<file path="src/rtl/score_display.sv">
// Score display: converts an 11-bit binary score to 4 BCD digits (shift-and-add-3)
// and time-multiplexes them onto an active-low 7-segment display with leading-zero blanking.
module score_display #(
  parameter int SCAN_DIV = 17
) (
  input  logic        clk,
  input  logic        rst,
  input  logic [10:0] count,
  output logic [15:0] bcd,
  output logic        busy,
  output logic [3:0]  an,
  output logic [7:0]  seg
);

  typedef enum logic {IDLE, CONV} state_t;

  state_t               state_reg, state_next;
  logic [10:0]          last_count_reg, last_count_next;
  logic [26:0]          shift_reg, shift_next;
  logic [3:0]           iter_reg, iter_next;
  logic [15:0]          bcd_reg, bcd_next;
  logic [SCAN_DIV-1:0]  scan_reg;

  logic [15:0]          adj_bcd;
  logic [26:0]          shifted;
  logic [1:0]           digit_sel;
  logic [3:0]           digit_val;
  logic [3:0]           zero_from;
  logic                 blank;

  // Add-3 correction on every BCD nibble ahead of the shift.
  genvar gi;
  generate
    for (gi = 0; gi < 4; gi++) begin : g_adj
      assign adj_bcd[4*gi +: 4] = (shift_reg[11+4*gi +: 4] >= 4'd5) ?
                                  shift_reg[11+4*gi +: 4] + 4'd3 :
                                  shift_reg[11+4*gi +: 4];
    end
  endgenerate

  assign shifted = {adj_bcd, shift_reg[10:0]} << 1;

  always_ff @(posedge clk or negedge rst) begin
    if (!rst) begin
      state_reg      <= IDLE;
      last_count_reg <= '0;
      shift_reg      <= '0;
      iter_reg       <= '0;
      bcd_reg        <= '0;
    end else begin
      state_reg      <= state_next;
      last_count_reg <= last_count_next;
      shift_reg      <= shift_next;
      iter_reg       <= iter_next;
      bcd_reg        <= bcd_next;
    end
  end

  always_comb begin
    state_next      = state_reg;
    last_count_next = last_count_reg;
    shift_next      = shift_reg;
    iter_next       = iter_reg;
    bcd_next        = bcd_reg;
    case (state_reg)
      IDLE: begin
        if (count != last_count_reg) begin
          last_count_next = count;
          shift_next      = {16'b0, count};
          iter_next       = 4'd11;
          state_next      = CONV;
        end
      end
      CONV: begin
        shift_next = shifted;
        iter_next  = iter_reg - 4'd1;
        // Final shift: publish the whole result at once so no partial digits leak out.
        if (iter_reg == 4'd1) begin
          bcd_next   = shifted[26:11];
          state_next = IDLE;
        end
      end
      default: state_next = IDLE;
    endcase
  end

  assign bcd  = bcd_reg;
  assign busy = (state_reg == CONV);

  always_ff @(posedge clk or negedge rst) begin
    if (!rst) scan_reg <= '0;
    else      scan_reg <= scan_reg + {{(SCAN_DIV-1){1'b0}}, 1'b1};
  end

  assign digit_sel = scan_reg[SCAN_DIV-1 -: 2];
  assign an        = ~(4'b0001 << digit_sel);

  // zero_from[i]: digit i and every digit above it are zero.
  assign zero_from[0] = 1'b0;
  generate
    for (gi = 1; gi < 4; gi++) begin : g_zero
      assign zero_from[gi] = (bcd_reg[15:4*gi] == '0);
    end
  endgenerate

  assign digit_val = bcd_reg[4*digit_sel +: 4];
  assign blank     = zero_from[digit_sel];

  always_comb begin
    seg = 8'hFF;
    if (!blank) begin
      case (digit_val)
        4'd0:    seg = 8'hC0;
        4'd1:    seg = 8'hF9;
        4'd2:    seg = 8'hA4;
        4'd3:    seg = 8'hB0;
        4'd4:    seg = 8'h99;
        4'd5:    seg = 8'h92;
        4'd6:    seg = 8'h82;
        4'd7:    seg = 8'hF8;
        4'd8:    seg = 8'h80;
        4'd9:    seg = 8'h90;
        default: seg = 8'hFF;
      endcase
    end
  end

endmodule

</file>
<file path="config.mk">
export PLATFORM = sky130hd
export DESIGN_NAME = score_display
export DESIGN_NICKNAME = d
export VERILOG_FILES = /design/src/rtl/score_display.sv
export SDC_FILE = /design/constraint.sdc
export NUM_CORES = 1
export LEC_CHECK = 0
export CAP_MARGIN = 5
export CORE_MARGIN = 10
export CORE_UTILIZATION = 55
export CTS_BUF_LIST = sky130_fd_sc_hd__clkbuf_4 sky130_fd_sc_hd__clkbuf_8
export DETAILED_ROUTE_END_ITERATION = 8
export GPL_TIMING_DRIVEN = 0
export MAX_ROUTING_LAYER = met4
export PLACE_DENSITY = 0.85
export SYNTH_ARGS = -nofsm -noshare
export SYNTH_HDL_FRONTEND = slang
export SYNTH_SLANG_ARGS = --single-unit
export TNS_END_PERCENT = 5
</file>
<file path="constraint.sdc">
create_clock -name clk -period 4.7 [get_ports clk]
set_input_delay 0.94 -clock clk [delete_from_list [all_inputs] [get_ports clk]]
set_output_delay 0.94 -clock clk [all_outputs]
set_load 0.02 [all_outputs]
</file>
==> qor.txt <==
final period utilization -> 79.8%
most used cell, CP -> inv_1
Unique masters post-synth -> 42
syn nets -> 395
setup TNS -> 0 ns
Ys Warns -> 0
Syn Inst Count -> 366
Final Hold Viols -> 0
pre-CTS WS -> 1.29 ns
P_leak -> 0.00202 uW
Post-DP HPWL -> 6310 um
Rows -> 30
# nets final -> 447
crit-path max cell delay -> 0.62 ns
CTS tree -> yes
CP Max Fanout -> 10
Yosys top cell by area -> dfrtp_1
Avg Vias per Cell -> 5.71
clk root buf -> clkbuf_8
Critical Path Start Type -> register
fin cells -> 519
via count -> 2962
RSZ-0062 raised after global routing -> false
initial antenna violation count -> 0
Skew-Pair Late Insertion Delay -> 0.35 ns
CTS Sinks -> 76
Cells after DPL -> 503
largest family of logic cells by synthesized area -> compound AO/OA/AOI/OAI gates
full die area -> 10900 sq um
Crit. End Element -> output pin
Setup Fix Bufs, Post-CTS -> 0
post-synthesis mux area share -> 8.72%
final worst slack -> 0.949 ns
most frequent cells in the layout -> dfrtp_1 (76), clkdlybuf4s50_1 (39), xnor2_1 (26)
hold path cells -> 1
GRT overflow -> 0
Synth Area in XOR/XNOR -> 7.13%
GRT Overall Usage -> 16.2%
ant diodes -> 0
Die Y -> 105 um
Core Area -> 6870 sq um
leading post-synthesis cells by cell area -> dfrtp_1 (48%), xnor2_1 (5.8%), mux2_2 (5.2%)
critical path depth in cells -> 8
largest net degree at the start of global routing -> 50
Netlist Area Pre-Place -> 3930 sq um
Data required, critical path -> 3.76 ns
cts hold-fix bufs -> 0
WS Path Type -> register to output pin
Routed WL per cell -> 16.0 um
status -> complete, no violations
I/O Buffers -> 40
worst IR drop on VDD -> 0.000299 V
Slew headroom -> 58.3%
Initial DRT Pass Iterations -> 4
vias in the first global route -> 3000
Area growth syn-to-layout -> 19.0%
worst-case reg-to-reg path depth -> 5
number of remaining DRC errors -> 0
commonest non-fill, non-tap cell in the layout -> dfrtp_1
Post-Synth Simple-Gate Area -> 12.9%
final clock skew -> 0.0109 ns
Clk pin slew, worst setup/hold paths -> 0.08 ns
register area share after synthesis -> 48.4%
setup violators final -> 0
Initial Utilization -> 57.2%
CP delay by family, top -> buffers and inverters
gpl congestion -> 0.812
sequence of cells on the critical path -> clkbuf_1, mux4_2, inv_1, ha_1, inv_1, mux2i_1, o21ai_1, clkdlybuf4s50_1
I/O pin cnt -> 42
clock buffer depth -> 2
CTS buffer count -> 9
Critical Path AT -> 2.81 ns
min cycle time layout -> 3.75 ns
worst hold-check path type -> register to register
flops & latches, synth -> 76
1st-iter DRT viols -> 198
H-Tree Depth -> 3
Max-cap violations -> 0
synthesized-area fraction occupied by adder cells -> 5.09%
Post-Route WL -> 8330 um
DRT antenna net count -> 0
layout cells sized above 1 -> 11.8%
Max Slew Vio Count -> 0
worst path bufs/invs -> 4
Mean Syn Cell Area -> 10.7 sq um
Crit-path slowest cell -> clkdlybuf4s50_1
first-pass GRT wire length -> 14400 um
CTS resizes -> 0
Synth top area share -> 48.4%
max FFs per register -> 27
Cell Pwr Density -> 621 nW/um^2
Compound-Gate Fraction of Synth Area -> 13.6%
die extent in x -> 105 um
worst-margin pin slew -> 0.620 ns
Highest Clock Rate -> 267 MHz
## kinds of logic (layout without fill, tap and decap cells)
logic type      count (synthesis)  after routing
buf+inv                        39             96
xor+xnor                       32             32
compound gates                 81             81
other cells                     1              1
simple gates                   94             94
flops                          76             76
mux                            27             27
fa+ha+maj                      16             16
## routing by layer
layer	GRT usage [%]	part of all wire, %
met5	-	0
met4	6.26	1.7
met3	3.01	4.2
met2	25.3	49
met1	20.4	45
## per-stage QoR
step | util [%] | area (sq um) | hold WS [ns] | power (uW)
after floorplan | - | 3930 | 0.442 | 1920
after global placement | 64.8 | 4450 | 0.457 | 2330
after detailed placement | 65.2 | 4480 | 0.464 | 2410
after CTS | 68.1 | 4680 | 0.476 | 2920
after global routing | 68.1 | 4680 | 0.483 | 3110
final | 68.1 | 4680 | 0.471 | 2910
## where the power goes
part / switching, uW / internal [uW] / leakage (uW)
sequential: 200 / 881 / 0.000947
combinational: 700 / 619 / 0.000959
clock: 235 / 271 / 0.000109
total: 1130 / 1770 / 0.00202
## worst paths after layout
path / startpoint / to / slack, ns
worst max-delay path: scan_reg[15] / seg[3] / 0.95
worst min-delay path: scan_reg[9] / scan_reg[9] / 0.47
worst max register to register: scan_reg[0] / scan_reg[14] / 2.90
worst min register to register: scan_reg[9] / scan_reg[9] / 0.47
max in group asynchronous: rst / bcd[5] / 3.64
min in group asynchronous: rst / last_count_reg[4] / 0.51
## layout make-up
| class | count | area [sq um] |
|---|---|---|
| repair buffers | 41 | 425 |
| well taps | 96 | 120 |
| flip-flops and latches | 76 | 1900 |
| fillers | 526 | 2190 |
| clock buffers | 11 | 151 |
| clock inverters | 5 | 50.0 |
| multi-input cells | 251 | 1870 |
| plain buffers | 19 | 85.1 |
| inverters | 20 | 75.1 |
## cell usage after synthesis
cell	count
mux4_2	4
buf_4	1
or2_2	1
o22ai_1	1
o41ai_1	1
or3_1	1
nor2_1	15
o31ai_1	11
nand4_1	16
conb_1	1
o21a_2	1
a22o_1	5
buf_2	2
nor2b_4	1
o2bb2ai_1	11
nor4_1	5
nor3_1	3
nand3_1	9
nand2b_1	8
dfrtp_1	76
nor3b_1	5
inv_2	2
and3_1	4
mux2_2	18
mux2i_1	5
a21oi_1	12
xor2_1	6
a32o_1	1
a21o_1	1
o21ai_1	6
a31oi_1	11
a22oi_1	2
or4_1	2
nand2_1	21
buf_6	1
a211oi_2	1
and4_1	3
ha_1	16
inv_1	18
clkbuf_1	15
o21ai_0	17
xnor2_1	26
Note: power is estimated with default switching activity, not from simulation.
